===== src/rtl/restore_pkg.sv =====
// Shared types and constants for the CPU state-restore sequencer.
// Latency: n/a (package only).
// Backpressure: n/a (package only).
// Contents: FSM state enum, cpu_ctrl bit positions, per-phase control words,
// and a helper that maps a state to the control word it drives.
// The ERR state only exists when RESTORE_TIMEOUT_EN is defined.
package restore_pkg;

    typedef enum logic [3:0] {
        IDLE,
        RESET,
        ENTER,
        LOAD,
        FLUSH,
        UPDATE,
        SETTLE,
        RUN
`ifdef RESTORE_TIMEOUT_EN
        , ERR
`endif
    } state_t;

    // cpu_ctrl bit positions
    localparam int CTRL_RST_BIT     = 0;
    localparam int RESTORE_MODE_BIT = 1;
    localparam int REG_WRITE_BIT    = 2;
    localparam int REG_UPDATE_BIT   = 6;

    // Control words for each phase of the restore
    localparam logic [31:0] CTRL_HOLD    = 32'h0000_0001; // CPU_RST
    localparam logic [31:0] CTRL_RESTORE = 32'h0000_0003; // CPU_RST | RESTORE_MODE
    localparam logic [31:0] CTRL_LOAD    = 32'h0000_0007; // + REG_WRITE
    localparam logic [31:0] CTRL_UPDATE  = 32'h0000_0043; // CPU_RST | RESTORE_MODE | REG_UPDATE
    localparam logic [31:0] CTRL_RUN    = 32'h0000_0000;

    // Control word to present while in state s; IDLE keeps whatever was last driven.
    function automatic logic [31:0] ctrl_word(input state_t s, input logic [31:0] cur);
        logic [31:0] w;
        w = cur;
        case (s)
            RESET:       w = CTRL_HOLD;
            ENTER:       w = CTRL_RESTORE;
            LOAD, FLUSH: w = CTRL_LOAD;
            UPDATE:      w = CTRL_UPDATE;
            SETTLE:      w = CTRL_RESTORE;
            RUN:         w = CTRL_RUN;
`ifdef RESTORE_TIMEOUT_EN
            ERR:         w = CTRL_HOLD;
`endif
            default:     w = cur;
        endcase
        return w;
    endfunction

endpackage


===== src/rtl/restore_load_stage.sv =====
// LOAD-phase pop/capture stage: pops {addr,data} pairs from a FWFT FIFO into registered CPU writes.
// Latency: one cycle from an accepted pop to the matching cpu_write_enable pulse.
// Backpressure: pops only while load_active and words remain; stalls indefinitely on !dma_r_enable.
// Ports: load_init/n_words latch the word count; dma_re/dma_out/dma_r_enable form the FIFO read
// side; cpu_write_* is the registered CPU write port; last_xfer/remaining_zero feed the FSM.
module restore_load_stage
    import restore_pkg::*;
#(
    parameter int CNT_W = 16
) (
    input  logic             clk,
    input  logic             nreset,
    input  logic             load_active,
    input  logic             abort,
    input  logic             load_init,
    input  logic [CNT_W-1:0] n_words,
    input  logic [63:0]      dma_out,
    input  logic             dma_r_enable,
    output logic             dma_re,
    output logic             last_xfer,
    output logic             remaining_zero,
    output logic [31:0]      cpu_write_addr,
    output logic [31:0]      cpu_write_data,
    output logic             cpu_write_enable
);

    logic [CNT_W-1:0] remaining;
    logic             xfer;

    assign remaining_zero = (remaining == '0);

    // Combinational pop: dropping as soon as the count hits zero avoids an over-read.
    // Abort also masks it so the head word stays in the FIFO for the next attempt.
    assign dma_re    = load_active && !abort && !remaining_zero;
    assign xfer      = dma_re && dma_r_enable;
    assign last_xfer = xfer && (remaining == CNT_W'(1));

    always_ff @(posedge clk or negedge nreset) begin
        if (!nreset) begin
            remaining        <= '0;
            cpu_write_addr   <= '0;
            cpu_write_data   <= '0;
            cpu_write_enable <= 1'b0;
        end else begin
            // xfer implies remaining != 0, so the count never wraps
            if (load_init) begin
                remaining <= n_words;
            end else if (xfer) begin
                remaining <= remaining - CNT_W'(1);
            end

            cpu_write_enable <= xfer;
            if (xfer) begin
                cpu_write_addr <= dma_out[63:32];
                cpu_write_data <= dma_out[31:0];
            end
        end
    end

endmodule


===== src/rtl/restore_seq.sv =====
// CPU state-restore sequencer: reset CPU, enter restore mode, load N pairs, update regs, run.
// Latency: RST_CYCLES + ENTER_CYCLES + N + 1 + UPD_CYCLES + 2 cycles from start to done (no stalls).
// Backpressure: LOAD waits on dma_r_enable; with RESTORE_TIMEOUT_EN a stall of TIMEOUT_CYCLES goes to ERR.
// Ports: start/abort/n_words control; dma_* is the FIFO read side; cpu_write_*/cpu_ctrl drive
// the CPU; busy/done/error report status. Optional macro: RESTORE_TIMEOUT_EN (stall timeout + ERR).
module restore_seq
    import restore_pkg::*;
#(
    parameter int RST_CYCLES     = 10,
    parameter int ENTER_CYCLES   = 10,
    parameter int UPD_CYCLES     = 2000,
    parameter int CNT_W          = 16,
    parameter int TIMEOUT_CYCLES = 4096
) (
    input  logic             clk,
    input  logic             nreset,
    input  logic             start,
    input  logic             abort,
    input  logic [CNT_W-1:0] n_words,
    input  logic [63:0]      dma_out,
    input  logic             dma_r_enable,
    output logic             dma_re,
    output logic [31:0]      cpu_write_addr,
    output logic [31:0]      cpu_write_data,
    output logic             cpu_write_enable,
    output logic [31:0]      cpu_ctrl,
    output logic             busy,
    output logic             done,
    output logic             error
);

    localparam int TMR_MAX_A = (RST_CYCLES > ENTER_CYCLES) ? RST_CYCLES : ENTER_CYCLES;
    localparam int TMR_MAX   = (TMR_MAX_A > UPD_CYCLES) ? TMR_MAX_A : UPD_CYCLES;
    localparam int TMR_W     = $clog2(TMR_MAX + 1);

    state_t           state;
    state_t           state_next;
    logic [TMR_W-1:0] tmr;
    logic             tmr_done;
    logic             start_ok;
    logic             load_init;
    logic             last_xfer;
    logic             remaining_zero;

    // Timer value loaded on entry so the state lasts exactly its cycle count.
    function automatic logic [TMR_W-1:0] tmr_reload(input state_t s);
        logic [TMR_W-1:0] v;
        v = '0;
        case (s)
            RESET:   v = TMR_W'(RST_CYCLES - 1);
            ENTER:   v = TMR_W'(ENTER_CYCLES - 1);
            UPDATE:  v = TMR_W'(UPD_CYCLES - 1);
            default: v = '0;
        endcase
        return v;
    endfunction

    assign tmr_done = (tmr == '0);
    assign busy     = (state != IDLE);

`ifdef RESTORE_TIMEOUT_EN
    assign start_ok = (state == IDLE) || (state == ERR);
`else
    assign start_ok = (state == IDLE);
`endif

    // Abort beats a coincident start
    assign load_init = start && !abort && start_ok;

    restore_load_stage #(
        .CNT_W (CNT_W)
    ) u_load (
        .clk              (clk),
        .nreset           (nreset),
        .load_active      (state == LOAD),
        .abort            (abort),
        .load_init        (load_init),
        .n_words          (n_words),
        .dma_out          (dma_out),
        .dma_r_enable     (dma_r_enable),
        .dma_re           (dma_re),
        .last_xfer        (last_xfer),
        .remaining_zero   (remaining_zero),
        .cpu_write_addr   (cpu_write_addr),
        .cpu_write_data   (cpu_write_data),
        .cpu_write_enable (cpu_write_enable)
    );

`ifdef RESTORE_TIMEOUT_EN
    localparam int STALL_W = $clog2(TIMEOUT_CYCLES + 1);

    logic [STALL_W-1:0] stall_cnt;
    logic               stall_hit;

    // Counts only cycles where a pop is wanted but the FIFO is empty.
    assign stall_hit = (state == LOAD) && dma_re && !dma_r_enable &&
                       (stall_cnt == STALL_W'(TIMEOUT_CYCLES - 1));

    always_ff @(posedge clk or negedge nreset) begin
        if (!nreset) begin
            stall_cnt <= '0;
            error     <= 1'b0;
        end else begin
            if (state != LOAD || (dma_re && dma_r_enable)) begin
                stall_cnt <= '0;
            end else if (dma_re && !dma_r_enable) begin
                stall_cnt <= stall_cnt + STALL_W'(1);
            end

            if (abort || load_init) begin
                error <= 1'b0;
            end else if (stall_hit) begin
                error <= 1'b1;
            end
        end
    end
`else
    assign error = 1'b0;
`endif

    always_comb begin
        state_next = state;
        if (abort) begin
            state_next = IDLE;
        end else begin
            case (state)
                IDLE:    if (start) state_next = RESET;
                RESET:   if (tmr_done) state_next = ENTER;
                ENTER:   if (tmr_done) state_next = remaining_zero ? UPDATE : LOAD;
                LOAD: begin
                    if (last_xfer) begin
                        state_next = FLUSH;
                    end
`ifdef RESTORE_TIMEOUT_EN
                    else if (stall_hit) begin
                        state_next = ERR;
                    end
`endif
                end
                FLUSH:   state_next = UPDATE;
                UPDATE:  if (tmr_done) state_next = SETTLE;
                SETTLE:  state_next = RUN;
                RUN:     state_next = IDLE;
`ifdef RESTORE_TIMEOUT_EN
                ERR:     if (start) state_next = RESET;
`endif
                default: state_next = IDLE;
            endcase
        end
    end

    always_ff @(posedge clk or negedge nreset) begin
        if (!nreset) begin
            state    <= IDLE;
            tmr      <= '0;
            cpu_ctrl <= CTRL_HOLD;
            done     <= 1'b0;
        end else begin
            state <= state_next;

            if (state_next != state) begin
                tmr <= tmr_reload(state_next);
            end else if (!tmr_done) begin
                tmr <= tmr - TMR_W'(1);
            end

            // cpu_ctrl is registered from the next state so it lines up with the state itself.
            // Abort re-asserts CPU reset; a lone abort in IDLE leaves the word untouched.
            if (abort && (state != IDLE || start)) begin
                cpu_ctrl <= CTRL_HOLD;
            end else begin
                cpu_ctrl <= ctrl_word(state_next, cpu_ctrl);
            end

            done <= (state_next == RUN);
        end
    end

endmodule


===== config.mk =====
export PLATFORM = sky130hd
export DESIGN_NAME = restore_seq
export DESIGN_NICKNAME = d
export VERILOG_FILES = /design/src/rtl/restore_pkg.sv /design/src/rtl/restore_load_stage.sv /design/src/rtl/restore_seq.sv
export SDC_FILE = /design/constraint.sdc
export NUM_CORES = 1
export LEC_CHECK = 0
export BUFFER_PORTS_ARGS = -buffer_cell sky130_fd_sc_hd__buf_4
export CAP_MARGIN = 5
export CELL_PAD_IN_SITES_DETAIL_PLACEMENT = 1
export CELL_PAD_IN_SITES_GLOBAL_PLACEMENT = 2
export CORE_UTILIZATION = 28
export CTS_CLUSTER_DIAMETER = 120
export DETAILED_ROUTE_END_ITERATION = 6
export GPL_TIMING_DRIVEN = 1
export PLACE_DENSITY_LB_ADDON = 0.1
export SLEW_MARGIN = 20
export SYNTH_ARGS = -nofsm -noshare
export SYNTH_HDL_FRONTEND = slang
export SYNTH_SLANG_ARGS = --single-unit

===== constraint.sdc =====
create_clock -name clk -period 2.66 [get_ports clk]
set_input_delay 0.532 -clock clk [delete_from_list [all_inputs] [get_ports clk]]
set_output_delay 0.532 -clock clk [all_outputs]
set_load 0.05 [all_outputs]

==> impl_results.html <==
<table>
<tr><th>Metric</th><th>Value</th></tr>
<tr><th colspan="2">Die</th></tr>
<tr><td>Rows</td><td>48</td></tr>
<tr><td>Floorplan die area</td><td>18150 µm²</td></tr>
<tr><td>Placeable core area</td><td>17240 µm²</td></tr>
<tr><td>Effective utilization at floorplan</td><td>~29%</td></tr>
<tr><td>Number of top-level design ports</td><td>roughly 190</td></tr>
<tr><td>Chip height</td><td>approximately 130 µm</td></tr>
<tr><td>Horizontal extent of the die</td><td>between 100 and 150 µm</td></tr>
<tr><th colspan="2">Clocking</th></tr>
<tr><td>Clock Latency Late Sink</td><td>0.35 ns</td></tr>
<tr><td>CTS Buffer Depth</td><td>2</td></tr>
<tr><td>Clock transition time at the flip-flop clock pins of the worst setup and hold paths</td><td>~0.070 ns</td></tr>
<tr><td>Sinks on the clock net</td><td>~100</td></tr>
<tr><td>TritonCTS clock tree</td><td>done</td></tr>
<tr><td>CTS buffer count</td><td>9</td></tr>
<tr><td>Clk Tree Root Cell</td><td>clkbuf_16</td></tr>
<tr><td># H-tree levels</td><td>3</td></tr>
<tr><th colspan="2">STA</th></tr>
<tr><td>Top achievable clock speed</td><td>0.3979 GHz</td></tr>
<tr><td>Transition at the pin with the smallest max-transition slack</td><td>between 0.6 and 0.7 ns</td></tr>
<tr><td>Total count of hold-check failures in the final report</td><td>0</td></tr>
<tr><td>Final Cycle Share</td><td>approximately 94%</td></tr>
<tr><td>Relative slew margins</td><td>between 50% and 60%</td></tr>
<tr><td>Minimum clock period after layout</td><td>~2.5 ns</td></tr>
<tr><td>Final Max Tran Viols</td><td>0</td></tr>
<tr><td>Worst clock skew</td><td>0.01017 ns</td></tr>
<tr><td>Setup repair after global routing missed its margin</td><td>false</td></tr>
<tr><td>Final-layout setup total negative slack</td><td>0 ns</td></tr>
<tr><td>Setup-violating endpoint count in the final report</td><td>0</td></tr>
<tr><th colspan="2">Critical path</th></tr>
<tr><td>Kind of critical path</td><td>reg2reg</td></tr>
<tr><td>Critical path capture point type</td><td>flip-flop</td></tr>
<tr><td>Path depth of the worst reg2reg path</td><td>8</td></tr>
<tr><td>Worst-path fanout max</td><td>5</td></tr>
<tr><td>Kind of start point of the critical path</td><td>flip-flop</td></tr>
<tr><td>Arr. time, crit path</td><td>about 2.8 ns</td></tr>
<tr><td>Worst path required time</td><td>2.92 ns</td></tr>
<tr><th colspan="2">Pwr</th></tr>
<tr><td>Cell-internal power</td><td>2878 µW</td></tr>
<tr><td>Cell leakage power</td><td>around 0.0034 µW</td></tr>
<tr><td>Part of the power in combinational logic</td><td>around 30%</td></tr>
<tr><td>Part of the power in the clock network</td><td>27.7%</td></tr>
<tr><td>Switching part of the total power</td><td>34.34%</td></tr>
<tr><td>Sequential share of power</td><td>42.5%</td></tr>
<tr><td>Total power density per cell area</td><td>666.4 nW/µm²</td></tr>
<tr><td>Peak VDD IR</td><td>0.0003581 V</td></tr>
<tr><td>Reported net switching power</td><td>about 1500 µW</td></tr>
<tr><th colspan="2">Status</th></tr>
<tr><td>Run status</td><td>completed</td></tr>
<tr><th colspan="2">Worst hold path</th></tr>
<tr><td>Hold Crit Class</td><td>in2async</td></tr>
<tr><th colspan="2">Route</th></tr>
<tr><td>Vias per cell</td><td>4.526</td></tr>
<tr><td>Via count of the routed design</td><td>4214</td></tr>
<tr><td>WL/cell</td><td>about 15 µm</td></tr>
<tr><td>Remaining number of nets flagged by the antenna check after routing</td><td>0</td></tr>
<tr><td>Detailed-route DRC error count</td><td>0</td></tr>
<tr><td>Number of DRC markers after the initial detailed-route iteration</td><td>113</td></tr>
<tr><td>Final wirelength</td><td>14.15 mm</td></tr>
<tr><td>First-pass DRT Iterations</td><td>4</td></tr>
<tr><th colspan="2">Place</th></tr>
<tr><td>Count of port buffers added during placement</td><td>156</td></tr>
<tr><td>Cell count after placement</td><td>between 900 and 1000</td></tr>
<tr><td>Global placer's final weighted congestion</td><td>0.8325</td></tr>
<tr><td>HPWL reported at the end of detailed placement</td><td>10.22 mm</td></tr>
<tr><td>Placed standard-cell area</td><td>approximately 6300 µm²</td></tr>
<tr><th colspan="2">Run</th></tr>
<tr><td>Max Cap Violations</td><td>0</td></tr>
<tr><th colspan="2">GRT</th></tr>
<tr><td>All-layer global routing usage</td><td>approximately 16%</td></tr>
<tr><td>Largest net degree at the start of global routing</td><td>66</td></tr>
<tr><td>Via count of the first global-routing pass</td><td>~4500</td></tr>
<tr><td>Global-route wire length before repair</td><td>22.96 mm</td></tr>
<tr><td>Number of antenna violations at the first check in global routing</td><td>0</td></tr>
<tr><td>Overflow after GRT</td><td>0</td></tr>
<tr><th colspan="2">Synth</th></tr>
<tr><td>Number of instances in the synthesized netlist</td><td>around 550</td></tr>
<tr><td>Average cell area after synthesis</td><td>between 9 and 10 µm²</td></tr>
<tr><td>Number of distinct standard cells referenced by the synthesized netlist</td><td>a little under 60</td></tr>
<tr><td>Predominant post-synthesis flop cell</td><td>dfrtp_1</td></tr>
<tr><td>EDFF count, synth</td><td>0</td></tr>
<tr><td>Yosys warning count</td><td>0</td></tr>
<tr><td>Post-synthesis sequential element count</td><td>about 100</td></tr>
<tr><td>Portion of the post-synthesis area used by sequential elements</td><td>between 50% and 60%</td></tr>
<tr><td>Synthesized cell area</td><td>between 4000 and 5000 µm²</td></tr>
<tr><td>Proportion of register bits with asynchronous set or reset after synthesis</td><td>100.0%</td></tr>
<tr><th colspan="2">Cells and area</th></tr>
<tr><td>Diodes inserted</td><td>0</td></tr>
<tr><td>Final standard cell area without fillers</td><td>~6600 µm²</td></tr>
<tr><td>Total number of nets in the final design</td><td>790</td></tr>
<tr><td>Count of placed standard cells in the final layout, fillers left out</td><td>a little over 900</td></tr>
<tr><td>Proportion of layout cells with a drive suffix above 1</td><td>~30%</td></tr>
<tr><td>Area Growth Syn to Fin</td><td>33.36%</td></tr>
</table>
==> critical path: stages (launching register included) <==
cell and delay, ns:
dfrtp_1 0.37, inv_1 0.10, ha_1 0.17, nor4b_1 0.29
nand4_1 0.30, o21bai_2 0.29, a31oi_1 0.20, or4b_4 0.57
a2bb2oi_1 0.15
==> sequential cells by signal (all words and copies together) (netlist names) <==
signal	flops
u_load.cpu_write_data	32
cpu_ctrl	4
u_load.remaining	16
state	4
done	1
u_load.cpu_write_enable	1
tmr	11
u_load.cpu_write_addr	32
==> layout by cell type (no fill, tap or decap), types with 3 or more instances in the layout <==
| cell | n |
|---|---|
| nand2_1 | 208 |
| buf_4 | 166 |
| dfrtp_1 | 100 |
| conb_1 | 30 |
| nor2_1 | 22 |
| xnor2_1 | 18 |
| a21oi_1 | 18 |
| nor3_1 | 11 |
| inv_1 | 9 |
| mux2i_1 | 9 |
| clkbuf_16 | 9 |
| nor4_1 | 7 |
| o21ai_0 | 5 |
| or4_1 | 4 |
| nand4_1 | 4 |
| nand3_1 | 4 |
| or3_1 | 4 |
| and4_1 | 4 |
| xor2_1 | 4 |
| ha_1 | 4 |
| buf_12 | 4 |
| nor2b_1 | 3 |
| nor4_2 | 3 |
| nor4b_1 | 3 |
| nand3b_1 | 3 |
| o31ai_1 | 3 |
| clkbuf_1 | 3 |
==> through the flow <==
step           utilization [%]  hold slack [ns]  setup WS [ns]  total power (µW)
2_1_floorplan                -           0.2364         0.2225              2831
3_3_place_gp             36.52           0.4594         0.1112              3166
3_5_place_dp             36.52           0.4635       -0.04123              3205
4_1_cts                  38.07           0.1744        0.02662              4457
5_1_grt                  38.16           0.1875        0.01959              4661
6_report                 38.16           0.1554         0.1465              4383
==> kinds of logic (layout without fill, tap and decap cells) <==
logic type                 after synthesis  count (layout)  synth area share [%]
AOI/OAI and AO/OA                       51              51                 7.433
xor gates and xnor gates                22              22                 3.907
adders and majority gates                4               4                 1.015
buffers and inverters                   67             197                 7.965
DFF                                    101             101                 51.27
muxes                                    9               9                 1.827
other                                    1              30               0.07603
and+or+nand+nor                        292             292                 26.51
==> metal layers <==
layer  share of wire, %  GRT usage, %  up-vias
met5                  0             0        -
met4                1.6         5.306        0
met3                8.6         6.794       17
met2                 49         27.12      111
met1                 41         18.86     2048
li1                   -             -     2038
==> timing repair <==
item / 4_1_cts / 5_1_grt
setup endpoints to repair: 7 / 11
hold buffers: 0 / 0
buffers inserted: 0 / 1
gates resized for setup: 1 / 3
pin swaps: 0 / 1
==> synth_stat cells (3+ instances only) <==
master    count  area share [%]
a21oi_1      18             1.8
and4_1        4            0.71
buf_1         6            0.46
buf_2         8            0.81
buf_4        31             4.7
clkbuf_1      9            0.68
dfrtp_1     100              51
ha_1          4             1.0
inv_1        10            0.76
mux2i_1       9             1.8
nand2_1     208              16
nand3_1       6            0.61
nand3b_1      3            0.46
nand4_1       4            0.51
nor2_1       22             1.7
nor2b_1       3            0.38
nor3_1       11             1.1
nor4_1        8             1.0
nor4b_1       3            0.53
o21ai_0       5            0.51
o31ai_1       3            0.46
or3_1         4            0.51
or4_1         4            0.61
xnor2_1      18             3.2
xor2_1        4            0.71
==> final cells by class <==
cell class / count / area, µm²
fillers: 2009 / 10660
flip-flops and latches: 101 / 2529
multi-input cells: 408 / 2138
repair buffers: 170 / 1326
well taps: 225 / 281.5
clock buffers: 12 / 236.5
inverters: 11 / 41.29
clock inverters: 4 / 25.02
==> power groups by stage <==
stage | combinational (µW) | sequential (µW) | clock [µW]
after global placement | 1290 | 1880 | 0
after detailed placement | 1310 | 1890 | 0
after CTS | 1320 | 1870 | 1270
after global routing | 1450 | 1890 | 1320
after floorplan | 894 | 1940 | 0
final | 1310 | 1860 | 1210
==> path summary, 6_finish.rpt <==
check                                                 startpoint                               endpoint  slack (ns)
setup / recovery                 u_load.remaining[1]$_DFFE_PN0P_                cpu_ctrl[0]$_DFFE_PN1P_        0.15
hold / removal                                            nreset  u_load.cpu_write_addr[12]$_DFFE_PN0P_        0.16
setup reg to reg                 u_load.remaining[1]$_DFFE_PN0P_                cpu_ctrl[0]$_DFFE_PN1P_        0.15
hold reg to reg            u_load.cpu_write_addr[25]$_DFFE_PN0P_  u_load.cpu_write_addr[25]$_DFFE_PN0P_        0.48
max in group asynchronous                                 nreset                     state[3]$_DFF_PN0_        1.69
min in group clk                                      dma_out[5]   u_load.cpu_write_data[5]$_DFFE_PN0P_        0.37
No activity file was read; power rests on OpenSTA's default activity.
